### config.mk
export PLATFORM = sky130hd
export DESIGN_NAME = param_fwd_pipe
export DESIGN_NICKNAME = d
export VERILOG_FILES = /design/src/rtl/param_fwd_pipe.sv
export SDC_FILE = /design/constraint.sdc
export NUM_CORES = 1
export LEC_CHECK = 0
export CAP_MARGIN = 20
export CORE_MARGIN = 5
export CORE_UTILIZATION = 60
export CTS_BUF_LIST = sky130_fd_sc_hd__clkbuf_4 sky130_fd_sc_hd__clkbuf_8
export CTS_CLUSTER_DIAMETER = 50
export DETAILED_ROUTE_END_ITERATION = 6
export DONT_BUFFER_PORTS = 1
export PLACE_DENSITY = 0.76
export SLEW_MARGIN = 5
export SYNTH_ARGS = -nofsm -noshare
export SYNTH_HDL_FRONTEND = slang
export SYNTH_SLANG_ARGS = --single-unit
### constraint.sdc
create_clock -name clk -period 4.8 [get_ports clk]
set_input_delay 0.96 -clock clk [delete_from_list [all_inputs] [get_ports clk]]
set_output_delay 0.96 -clock clk [all_outputs]
set_load 0.01 [all_outputs]
### src/rtl/param_fwd_pipe.sv
// Parametrised 3-stage (ID/EX/WB) forwarding ALU pipeline with valid/ready issue and a 2-cycle multiplier.
// Optional RETIRE_CNT_EN macro adds a 32-bit register-file write counter on port retire_cnt.
module param_fwd_pipe #(
    parameter int DW   = 8,
    parameter int NREG = 4,
    parameter int RW   = $clog2(NREG)
) (
    input  logic              clk,
    input  logic              rst,
    input  logic              in_valid,
    output logic              in_ready,
    input  logic [3+3*RW-1:0] inst,
    input  logic [RW-1:0]     dbg_sel,
    output logic [DW-1:0]     dbg_data
`ifdef RETIRE_CNT_EN
    ,
    output logic [31:0]       retire_cnt
`endif
);

    localparam logic [2:0] OP_NOP = 3'd0;
    localparam logic [2:0] OP_ADD = 3'd1;
    localparam logic [2:0] OP_SUB = 3'd2;
    localparam logic [2:0] OP_AND = 3'd3;
    localparam logic [2:0] OP_OR  = 3'd4;
    localparam logic [2:0] OP_XOR = 3'd5;
    localparam logic [2:0] OP_MUL = 3'd6;
    localparam logic [2:0] OP_LDI = 3'd7;

    typedef enum logic {EX_IDLE, EX_MUL1} ex_state_t;

    logic [2:0]    w_op;
    logic [RW-1:0] w_rs1, w_rs2, w_rd;
    logic [2*RW-1:0] w_imm_raw;
    logic [DW-1:0] w_imm, w_src_a, w_src_b, w_ex_result;
    logic          w_accept, w_stall;

    logic [DW-1:0] r_regs [NREG];
    logic          r_sb_ex [NREG];
    logic          r_sb_wb [NREG];
    ex_state_t     r_state;
    logic          r_in_ready;
    logic          r_idex_wen;
    logic [2:0]    r_idex_op;
    logic [RW-1:0] r_idex_rd;
    logic [DW-1:0] r_idex_a, r_idex_b, r_mul_lo;
    logic          r_exwb_wen;
    logic [RW-1:0] r_exwb_rd;
    logic [DW-1:0] r_exwb_data;

    assign w_op      = inst[3+3*RW-1 -: 3];
    assign w_rs1     = inst[3*RW-1 -: RW];
    assign w_rs2     = inst[2*RW-1 -: RW];
    assign w_rd      = inst[RW-1:0];
    assign w_imm_raw = {w_rs1, w_rs2};
    assign w_accept  = in_valid & r_in_ready;
    assign w_stall   = (r_state == EX_MUL1);
    assign in_ready  = r_in_ready;
    assign dbg_data  = r_regs[dbg_sel];

    generate
        if (2*RW >= DW) begin : g_imm_trunc
            assign w_imm = w_imm_raw[DW-1:0];
        end else begin : g_imm_zext
            assign w_imm = {{(DW-2*RW){1'b0}}, w_imm_raw};
        end
    endgenerate

    // Youngest pending writer wins: EX beats WB beats the register file.
    always_comb begin
        if (r_sb_ex[w_rs1])      w_src_a = w_ex_result;
        else if (r_sb_wb[w_rs1]) w_src_a = r_exwb_data;
        else                     w_src_a = r_regs[w_rs1];
        if (r_sb_ex[w_rs2])      w_src_b = w_ex_result;
        else if (r_sb_wb[w_rs2]) w_src_b = r_exwb_data;
        else                     w_src_b = r_regs[w_rs2];
    end

    always_comb begin
        case (r_idex_op)
            OP_ADD:  w_ex_result = r_idex_a + r_idex_b;
            OP_SUB:  w_ex_result = r_idex_a - r_idex_b;
            OP_AND:  w_ex_result = r_idex_a & r_idex_b;
            OP_OR:   w_ex_result = r_idex_a | r_idex_b;
            OP_XOR:  w_ex_result = r_idex_a ^ r_idex_b;
            OP_MUL:  w_ex_result = r_mul_lo;
            OP_LDI:  w_ex_result = r_idex_a;
            default: w_ex_result = '0;
        endcase
    end

    // EX FSM: a MUL spends one cycle in EX_MUL1 forming the product while issue is blocked.
    always_ff @(posedge clk or posedge rst) begin
        if (rst) begin
            r_state    <= EX_IDLE;
            r_in_ready <= 1'b1;
            r_mul_lo   <= '0;
        end else begin
            case (r_state)
                EX_IDLE: begin
                    if (w_accept && w_op == OP_MUL) begin
                        r_state    <= EX_MUL1;
                        r_in_ready <= 1'b0;
                    end
                end
                EX_MUL1: begin
                    r_state    <= EX_IDLE;
                    r_in_ready <= 1'b1;
                    r_mul_lo   <= r_idex_a * r_idex_b;
                end
                default: begin
                    r_state    <= EX_IDLE;
                    r_in_ready <= 1'b1;
                end
            endcase
        end
    end

    always_ff @(posedge clk or posedge rst) begin
        if (rst) begin
            r_idex_wen <= 1'b0;
            r_idex_op  <= OP_NOP;
            r_idex_rd  <= '0;
            r_idex_a   <= '0;
            r_idex_b   <= '0;
        end else if (!w_stall) begin
            r_idex_wen <= w_accept && (w_op != OP_NOP);
            r_idex_op  <= w_accept ? w_op : OP_NOP;
            r_idex_rd  <= w_rd;
            r_idex_a   <= (w_op == OP_LDI) ? w_imm : w_src_a;
            r_idex_b   <= w_src_b;
        end
    end

    always_ff @(posedge clk or posedge rst) begin
        if (rst) begin
            r_exwb_wen  <= 1'b0;
            r_exwb_rd   <= '0;
            r_exwb_data <= '0;
        end else if (w_stall) begin
            r_exwb_wen  <= 1'b0;
        end else begin
            r_exwb_wen  <= r_idex_wen;
            r_exwb_rd   <= r_idex_rd;
            r_exwb_data <= w_ex_result;
        end
    end

    genvar gi;
    generate
        for (gi = 0; gi < NREG; gi++) begin : g_reg
            always_ff @(posedge clk or posedge rst) begin
                if (rst)
                    r_regs[gi] <= '0;
                else if (r_exwb_wen && r_exwb_rd == RW'(gi))
                    r_regs[gi] <= r_exwb_data;
            end

            always_ff @(posedge clk or posedge rst) begin
                if (rst) begin
                    r_sb_ex[gi] <= 1'b0;
                    r_sb_wb[gi] <= 1'b0;
                end else if (w_stall) begin
                    r_sb_wb[gi] <= 1'b0;
                end else begin
                    r_sb_wb[gi] <= r_sb_ex[gi];
                    r_sb_ex[gi] <= w_accept && (w_op != OP_NOP) && (w_rd == RW'(gi));
                end
            end
        end
    endgenerate

`ifdef RETIRE_CNT_EN
    logic [31:0] r_retire_cnt;

    always_ff @(posedge clk or posedge rst) begin
        if (rst)
            r_retire_cnt <= '0;
        else if (r_exwb_wen)
            r_retire_cnt <= r_retire_cnt + 32'd1;
    end

    assign retire_cnt = r_retire_cnt;
`endif

endmodule
; ---- Word level (Yosys, flattened, before mapping)
; Index checks and enable logic that the tools add are counted.
[word_totals]
register_bits = 83
input_bits = 14
[classes]
addsub = 2
multipliers = 1
magnitude_cmp = 3
n_eq_ne = 16
muxes = 37
bitwise_logic = 8
n_reduce_logical = 13
[op_table]
columns = cell, n
row1 = $mux W8, 11
row2 = $pmux W8 S7, 1
row3 = $bmux W8 S2, 3
row4 = $eq A3 B3 Y1 const B, 6
row5 = $mux W1, 15
row6 = $logic_and A1 B1 Y1, 10
row7 = $ge A3 B3 Y1 const B, 3
row8 = $not A2 Y3, 3
row9 = $add A8 B8 Y8, 1
row10 = $and A8 B8 Y8, 1
row11 = $bmux W1 S2, 4
row12 = $eq A2 B2 Y1 const B, 4
row13 = $mul A8 B8 Y8, 1
row14 = $or A8 B8 Y8, 1
row15 = $sub A8 B8 Y8, 1
row16 = $xor A8 B8 Y8, 1
row17 = $eq A3 B2 Y1 const B, 2
row18 = $eq A2 B1 Y1 const B, 2
row19 = $logic_not A2 Y1, 2
row20 = $pmux W1 S2, 2
row21 = $eq A3 B1 Y1 const B, 1
row22 = $mux W3, 1
row23 = $reduce_bool A3 Y1, 1
row24 = $ne A2 B2 Y1 const B, 1
row25 = other kinds (2), 2

; ---- Logic depth before layout (Yosys ltp)
; Gate-level depths: netlist of run 1.
[logic_depth]
ltp_word = 7
depth_mapped = 16
depth_no_buf = 16

; ---- Worst setup path after synthesis of run 1
; Ideal clock, no wire load.
[synth_path]
kind = flip-flop to flip-flop
startpoint = register r_idex_b[4]
endpoint = register r_mul_lo[7]
setup_time_ns = 0.138
arrival_time_ns = 3.285
t_required_ns = 4.662
setup_slack_ns = 1.377
stages_incl_launch_ff = 13
period_less_slack_ns = 3.423
path_cell_list = dfrtp_1 -> clkbuf_1 -> nand2_1 -> fa_1 -> fa_1 -> inv_1 -> fa_1 -> fa_1 -> ha_1 -> a21oi_1 -> xnor2_1 -> xnor2_1 -> a21oi_1
[synth_between]
elab_chain_len = 1
[synth_lines]
columns = item, line_no
row1 = from (decl), 46  ; logic [DW-1:0] r_idex_a, r_idex_b, r_mul_lo;
row2 = from (signal assigned), 131  ; r_idex_b <= w_src_b;
row3 = $mul A8 B8 Y8, 109  ; r_mul_lo <= r_idex_a * r_idex_b;
row4 = to (signal assigned), 109
row5 = to (decl), 46
; Every way passes these cells.
; A chain may end at the register's enable or synchronous reset.

; ---- Worst setup path after layout of run 1
[layout_path]
startpoint = register r_idex_b[3]
endpoint = register r_mul_lo[7]
; The elaborated chain is that of the path after synthesis.

==> results.ini, run 1 <==
[die]
start_util_pct=61.84
num_rows=36
core_area_um2=9819
die_area_um2=12230
die_y_um=110.6
dieWidth_um=110.6
ios=23

[hold_path]
min_from=r_idex_wen$_DFFE_PP0N_
hp-class=reg2reg

[timing]
period_minus_slack_ps=3621
setup_slack_ps=1179
hold_viol_final=0
rsz0062_at_grt=no
finalSetupViolCount=0
fin_skew_ps=18.29
hold_slack_ps=478.3
finalCritPeriodShare_pct=75.44
relSlewSlack_pct=37.86
max_freq_ghz=0.2762
tightest_slew_ps=931.0
tns_ps=0
slew_viol_final=0

[cts]
cts_resized=0
htreeDepth=3
cts_tree=done
cts.sinks=83
cts_buffers=9
post_cts_buffers=0
cts-root-buf=clkbuf_8
hold_buffers=0
clockBufferDepth=2
path_clk_slew_ps=90
clk_latency_ps=370

[synthesis]
yosys_warnings=0
synth_common_cells=dfrtp_1, mux2_2, nand2_1, inv_1, ha_1
ys_seq_area_share_pct=34.23
synth_nets=622
yosysMostFrequentCell=dfrtp_1
async_flop_share_pct=100.0
postSynthAreaPerCell_um2=10.94
ys_ff_latch=83
synth_top_area_cell=dfrtp_1
synth_flop_cell=dfrtp_1
synth_cells=555
synth_edf_count=0
synth_cell_types=62
synth_top_area_share_pct=33.79
synth_area_um2=6072
synthTopCellsByArea=dfrtp_1, mux2_2, mux4_2, ha_1, fa_1

[placement]
hpwl_um=9688
post-place-ws_ps=1200
port_buffers=0
gp_congestion=0.9405
placed_area_um2=6112
placed_cells=663

[routing]
vias_per_cell=6.211
wl_per_cell_um=19.36
vias=4217
drtIter0Drc=208
ant_nets=0
drt-total-wl_um=13150
drt_pre_antenna_iters=4
drc=0

[power_and_ir_drop]
leakagePower_nw=2.865
cellPowerDensity_nw_per_um2=570.6
fin_total_pwr_mw=3.600
vdd_ir_drop_max_uv=298.7

[critical_path]
critical_path_arrival_ps=3850
r2r_start=r_idex_b[3]$_DFFE_PP0N_
startpoint=r_idex_b[3]$_DFFE_PP0N_
cp-start-kind=flop
cp_max_fo=6
criticalPathCategory=reg2reg
cp-end-kind=flop
required_ps=5030

[finish]
diodes=0
postLayoutCellArea_um2=6310
area_delta_synth_final_pct=3.915
fillers=796
finalNonFillerCells=679
finish.utilization_pct=64.26
nNetsFinal=608
drive_above_1_share_pct=19.05

[grt]
grt_max_degree=62
grt_pass1_vias=4434
grt_usage_pct=22.38
grt_overflow=0
antenna_found_initial=0
grt_pass1_wl_um=22330

[outcome]
status=completed

[job]
maxCapViolCount=0

-- flip-flops by register name, summed over array words and instances (netlist names), 2 cells and up --
register and cells:
r_idex_op 3, r_exwb_data 8, r_sb_ex 4, r_exwb_rd 2, r_idex_a 8, r_idex_b 8, r_idex_rd 2, r_regs 32
r_sb_wb 4, r_mul_lo 8
-- power by group --
group	internal [mW]	leakage [nW]	total, mW	switching [mW]
logic	0.905	1.66	1.80	0.900
registers	0.938	1.10	1.27	0.329
clock network	0.245	0.106	0.528	0.283
total	2.09	2.86	3.60	1.51
-- area by class of cell --
class | instances | area (um2) | area share, %
Multi-Input combinational cell | 400 | 3681 | 58.34
Sequential cell | 83 | 2079 | 32.96
Inverter | 45 | 170.2 | 2.697
Tap cell | 133 | 166.4 | 2.637
Clock buffer | 9 | 123.9 | 1.963
Clock inverter | 7 | 73.82 | 1.170
Timing Repair Buffer | 2 | 15.01 | 0.2380
-- path summary, 6_finish.rpt --
path | to | slack, ps | cells past startpoint
worst max register to register | r_mul_lo[7]$_DFFE_PP0P_ | 1180 | 14
worst max-delay path | r_mul_lo[7]$_DFFE_PP0P_ | 1180 | 14
max in group asynchronous | r_regs[18]$_DFFE_PP0P_ | 3220 | 2
worst min-delay path | r_idex_wen$_DFFE_PP0N_ | 480 | 1
min in group asynchronous | r_sb_wb[3]$_DFF_PP0_ | 640 | 1
worst min register to register | r_idex_wen$_DFFE_PP0N_ | 480 | 1
-- cells in the final DEF, fill, tap and decap left out, types with 4 or more instances in the layout --
cell type,synthesis,routed
clkbuf_8,0,9
a21oi_1,28,28
mux2i_1,13,13
mux4_2,23,23
clkinv_2,0,4
a31oi_1,5,5
xnor2_1,21,21
o21ai_1,4,4
a211oi_1,6,6
fa_1,13,13
nand2b_1,5,5
o21ai_0,16,16
o32ai_1,4,4
mux2_2,50,50
mux4_1,6,6
o21a_1,6,6
a21o_1,4,4
nor3_1,6,6
nand3_1,5,5
nor2b_1,18,18
nor2_1,31,31
a22o_1,6,6
dfrtp_1,82,81
ha_1,40,40
inv_1,43,42
nand2_1,44,44
-- layer usage --
metal | wire, um | vias to the layer above | GRT usage [%]
met2 | 6557 | 101 | 37.46
met4 | 296 | 0 | 9.688
li1 | - | 1967 | -
met3 | 490 | 30 | 2.845
met1 | 5801 | 2119 | 29.32
met5 | 0 | - | 0
-- cells by family after synthesis --
family,count (synthesis),synth area share [%]
xor gates and xnor gates,24,3.462
AOI/OAI and AO/OA,106,11.99
buffers and inverters,72,5.151
DFF,83,34.23
and+or+nand+nor,125,10.10
adders and majority gates,53,12.53
muxes,92,22.54
-- worst max-delay path, stage by stage, from the launching register on --
cell	delay, ps
dfrtp_1	460
inv_1	240
nor2_1	110
fa_1	410
inv_1	80
fa_1	400
inv_1	70
ha_1	240
fa_1	440
ha_1	330
a21o_1	190
a21oi_1	160
xnor2_1	150
xnor2_1	130
a21oi_1	80
(Power assumes the default switching activity.)
==> run 2: changes to the inputs <==
--- a/config.mk
+++ b/config.mk
@@ -12,7 +12,7 @@
 export CTS_CLUSTER_DIAMETER = 50
 export DETAILED_ROUTE_END_ITERATION = 6
 export DONT_BUFFER_PORTS = 1
-export PLACE_DENSITY = 0.76
+export PLACE_DENSITY = 0.79
 export SLEW_MARGIN = 5
 export SYNTH_ARGS = -nofsm -noshare
 export SYNTH_HDL_FRONTEND = slang
==> constraint.sdc (replaced) <==
create_clock -name clk -period 3.2 [get_ports clk]
set_input_delay 0.64 -clock clk [delete_from_list [all_inputs] [get_ports clk]]
set_output_delay 0.64 -clock clk [all_outputs]
set_load 0.01 [all_outputs]
==> run 2 against run 1 <==
Effect of this change:
- the run now ends with setup timing left
- routed wire length rose by 9.6%
- cell area rose by 8.3%
- global-route usage rose by 1.9 points
- non-clock buffer count rose by 49
- core utilization rose by 5.3 points
==> results.ini, run 2 (synthesis gave the netlist of run 1 again) <==
[outcome]
status=finished with violations
failed_checks=setup timing

[timing]
fin_skew_ps=12.58
finalCritPeriodShare_pct=105.7
relSlewSlack_pct=46.85
max_freq_ghz=0.2958
rsz0062_at_grt=yes
hold_slack_ps=261.0
slew_viol_final=0
hold_viol_final=0
finalSetupViolCount=2
setup_slack_ps=-180.8
tns_ps=-297.5
tightest_slew_ps=793.8
period_minus_slack_ps=3381

[routing]
drt_pre_antenna_iters=7
vias_per_cell=6.209
ant_nets=0
drtIter0Drc=252
wl_per_cell_um=19.78
drt-total-wl_um=14400
drc=0
vias=4520

[cts]
htreeDepth=3
cts_buffers=9
path_clk_slew_ps=90
cts_tree=done
clockBufferDepth=2
cts.sinks=83
clk_latency_ps=380
cts-root-buf=clkbuf_8
hold_buffers=0

[grt]
antenna_found_initial=0
grt_usage_pct=24.30
grt_pass1_wl_um=24140
grt_max_degree=43
grt_pass1_vias=4728
grt_overflow=0

[critical_path]
criticalPathCategory=reg2reg
cpPeakStageDelay_ps=560
critical_path_arrival_ps=3610
cp-end-kind=flop
required_ps=3430
cp-start-kind=flop
r2r_cells=11
cp_max_fo=4
crit_chain=nand2_2 -> fa_2 -> fa_1 -> inv_1 -> fa_1 -> fa_2 -> ha_4 -> a21oi_2 -> xnor2_1 -> xnor2_1 -> a21oi_1
crit_slowest_cell=fa_2

[placement]
gp_congestion=0.9295
port_buffers=0
placed_area_um2=6491
hpwl_um=10700

[die]
die_y_um=110.6
ios=23
num_rows=36
die_area_um2=12230
dieWidth_um=110.6
start_util_pct=61.84
core_area_um2=9819

[hold_path]
hp-class=in2async

[finish]
largest_register_ffs=32
finish.utilization_pct=69.60
final_common_cell=dfrtp_1
area_delta_synth_final_pct=12.55
postLayoutCellArea_um2=6834
diodes=0
nNetsFinal=657
layout_common_cells=dfrtp_1, mux2_2, buf_4, nand2_1, inv_1
drive_above_1_share_pct=31.76
fillers=720
top_register=r_regs

[power_and_ir_drop]
fin_total_pwr_mw=5.977
leakagePower_nw=3.081
cellPowerDensity_nw_per_um2=874.6
vdd_ir_drop_max_uv=502.5

[job]
maxCapViolCount=0

[run 2: critical path: cells and delay by family, from the launching register on]
kind,cells,cell delay [ps]
adders and majority gates,5,2140
and+or+nand+nor,1,80
DFF,1,430
AOI/OAI and AO/OA,2,230
xor gates and xnor gates,2,290
buffers and inverters,1,60
[run 2: repair_timing]
| action | CTS | global route |
|---|---|---|
| pin swaps | 15 | 12 |
| buffers inserted | 8 | 3 |
| resized for setup | 7 | 13 |
| setup endpoints to repair | 3 | 5 |
[run 2: metal layers]
layer | wire, um | up-vias | track usage, %
li1 | - | 2072 | -
met1 | 5990 | 2276 | 30.37
met5 | 0 | - | 0
met2 | 7369 | 136 | 41.63
met3 | 728 | 36 | 5.963
met4 | 314 | 0 | 7.471
[run 2: area by class of cell]
class / instances / area (um2) / area share (%)
Multi-Input combinational cell: 400 / 3810 / 55.75
Sequential cell: 83 / 2087 / 30.54
Timing Repair Buffer: 51 / 395.4 / 5.785
Inverter: 45 / 172.7 / 2.527
Tap cell: 133 / 166.4 / 2.435
Clock buffer: 10 / 131.4 / 1.922
Clock inverter: 6 / 71.32 / 1.044
[run 2: worst paths after layout]
check	start	to	slack, ps
worst max register to register	r_idex_b[4]$_DFFE_PP0N_	r_mul_lo[7]$_DFFE_PP0P_	-180
worst max-delay path	r_idex_b[4]$_DFFE_PP0N_	r_mul_lo[7]$_DFFE_PP0P_	-180
min in group clk	inst[6]	r_state$_DFF_PP0_	330
worst min-delay path	rst	r_exwb_rd[0]$_DFFE_PP0N_	260
worst min register to register	r_idex_wen$_DFFE_PP0N_	r_idex_wen$_DFFE_PP0N_	500
max in group asynchronous	rst	r_idex_b[4]$_DFFE_PP0N_	2250
[run 2: where the power goes]
group	switching [mW]	internal, mW
combinational	1.62	1.73
clock	0.416	0.376
sequential	0.415	1.42
total	2.46	3.52
[run 2: per-stage QoR]
stage,instances,setup slack (ps)
3_3_place_gp,701,-119.8
3_5_place_dp,701,-208.8
6_report,728,-180.8
4_1_cts,725,-152.4
5_1_grt,728,-309.0
2_1_floorplan,555,-71.14
==> run 3: changes to the inputs <==
--- a/config.mk
+++ b/config.mk
@@ -7,12 +7,12 @@
 export LEC_CHECK = 0
 export CAP_MARGIN = 20
 export CORE_MARGIN = 5
-export CORE_UTILIZATION = 60
+export CORE_UTILIZATION = 30
 export CTS_BUF_LIST = sky130_fd_sc_hd__clkbuf_4 sky130_fd_sc_hd__clkbuf_8
 export CTS_CLUSTER_DIAMETER = 50
 export DETAILED_ROUTE_END_ITERATION = 6
 export DONT_BUFFER_PORTS = 1
-export PLACE_DENSITY = 0.79
+export GPL_ROUTABILITY_DRIVEN = 0
 export SLEW_MARGIN = 5
 export SYNTH_ARGS = -nofsm -noshare
 export SYNTH_HDL_FRONTEND = slang
==> run 3 against run 2 <==
Effect of this change:
- the run still ends with setup timing left
- worst setup slack gained 62 ps
- cell area grew 2.3%
- clock skew fell by 2.6 ps
- critical endpoint unchanged
- largest cell class unchanged
- largest power group unchanged
==> results.ini, run 3 (synthesis gave the netlist of run 1 again) <==
[grt]
grt_usage_pct=13.52
grt_pass1_wl_um=25340
grt_max_degree=51
grt_overflow=0
antenna_found_initial=0
grt_pass1_vias=4549

[routing]
drt_pre_antenna_iters=5
vias=4424
drtIter0Drc=268
drc=0
vias_per_cell=5.138
ant_nets=0
drt-total-wl_um=15400
wl_per_cell_um=17.88

[timing]
slew_viol_final=0
finalSetupViolCount=2
hold_viol_final=0
tightest_slew_ps=817.2
rsz0062_at_grt=yes
fin_skew_ps=9.990
period_minus_slack_ps=3319
setup_slack_ps=-118.7
finalCritPeriodShare_pct=103.7
max_freq_ghz=0.3013
relSlewSlack_pct=45.28

[finish]
largest_register_ffs=32
area_delta_synth_final_pct=15.15
layout_common_cells=dfrtp_1, mux2_2, buf_4, nand2_1, inv_1
final_common_cell=dfrtp_1
fillers=1966
finalNonFillerCells=861
multiInputGateArea_um2=3799
diodes=0
drive_above_1_share_pct=30.80
register_area_um2=2087
top_register=r_regs
nNetsFinal=654
postLayoutCellArea_um2=6992
finish.utilization_pct=34.78

[power_and_ir_drop]
intPower_mw=3.557
fin_total_pwr_mw=6.000
share_comb_of_total_power_pct=54.8
switching_share_pct=40.71
leakagePower_nw=3.084
cellPowerDensity_nw_per_um2=858.1
vdd_ir_drop_max_uv=402.8
pwr-share-clk_pct=14.7
seqPwrFrac_pct=30.4
p_sw_mw=2.442

[critical_path]
cp-end-kind=flop
criticalPathCategory=reg2reg
startpoint=r_idex_a[0]$_DFFE_PP0N_
cp-start-kind=flop
reg2reg_slack_ps=-120
critical_path_arrival_ps=3570
timing.rr.end=r_mul_lo[7]$_DFFE_PP0P_
r2r_start=r_idex_a[0]$_DFFE_PP0N_
cp_max_fo=4
r2r_cells=13
required_ps=3450

[hold_path]
hp-class=in2async

[die]
die_y_um=152.3
num_rows=52
core_area_um2=20100
die_area_um2=23190
dieWidth_um=152.3
ios=23
start_util_pct=30.20

[placement]
placed_area_um2=6685
placed_cells=841
hpwl_um=11530
port_buffers=0

[cts]
cts.sinks=83
cts_buffers=9
cts-root-buf=clkbuf_8
clk_latency_ps=370
clockBufferDepth=2
hold_buffers=0
path_clk_slew_ps=100
htreeDepth=3
cts_tree=done

[outcome]
failed_checks=setup timing
status=finished with violations

[job]
maxCapViolCount=0

run 3: final cells by class:
cell class / instances / share of cell area (%)
flip-flops and latches: 83 / 29.85
clock inverters: 5 / 1.235
repair buffers: 48 / 5.333
multi-input cells: 400 / 54.33
clock buffers: 10 / 1.969
well taps: 270 / 4.832
inverters: 45 / 2.452
run 3: per-layer routing:
layer  up-vias  GRT usage [%]  share of wire, %
met5         -              0                 0
met4         0          4.281               1.8
met3        26          2.528               4.1
met2       109          21.87                48
met1      2225          18.42                46
li1       2064              -                 -
run 3: how the worst max path moves through the flow:
stage	end	slack [ps]	cells past startpoint
3_5_place_dp	r_mul_lo[7]$_DFFE_PP0P_	-180	11
3_3_place_gp	r_mul_lo[7]$_DFFE_PP0P_	-100	16
5_1_grt	r_mul_lo[7]$_DFFE_PP0P_	-340	16
4_1_cts	r_mul_lo[7]$_DFFE_PP0P_	-110	16
2_1_floorplan	r_mul_lo[7]$_DFFE_PP0P_	-70	12
6_report	r_mul_lo[7]$_DFFE_PP0P_	-120	13
run 3: timing repair:
item / 4_1_cts / 5_1_grt
setup buffers: 5 / 0
endpoints found under the setup margin: 2 / 6
pin swaps: 14 / 4
gates resized for setup: 7 / 8
run 3: worst max-delay path, cell delays in order, from the launching register on:
cell	delay, ps
dfrtp_1	420
clkinv_2	120
buf_4	140
buf_4	120
nor2_2	150
ha_4	230
ha_4	240
fa_1	550
fa_1	460
ha_4	270
a21oi_2	170
xnor2_2	130
xnor2_1	130
a21oi_1	80
run 3: power by group through the flow:
stage	sequential [mW]	clock, mW	combinational, mW
after floorplan	1.71	0	2.35
after global placement	1.79	0	3.12
after detailed placement	1.83	0	3.21
after CTS	1.81	0.914	3.26
after global routing	1.88	0.943	3.62
final	1.83	0.884	3.29
run 3: stage by stage:
| stage | setup slack (ps) | hold WS [ps] | setup TNS, ps |
|---|---|---|---|
| finish | -118.7 | 218.4 | -204.9 |
| global route | -336.1 | 271.9 | -524.3 |
| CTS | -114.3 | 229.1 | -211.0 |
| detailed placement | -181.2 | 487.0 | -334.2 |
| global placement | -101.9 | 464.6 | -179.8 |
| floorplan | -71.14 | 446.0 | -71.14 |
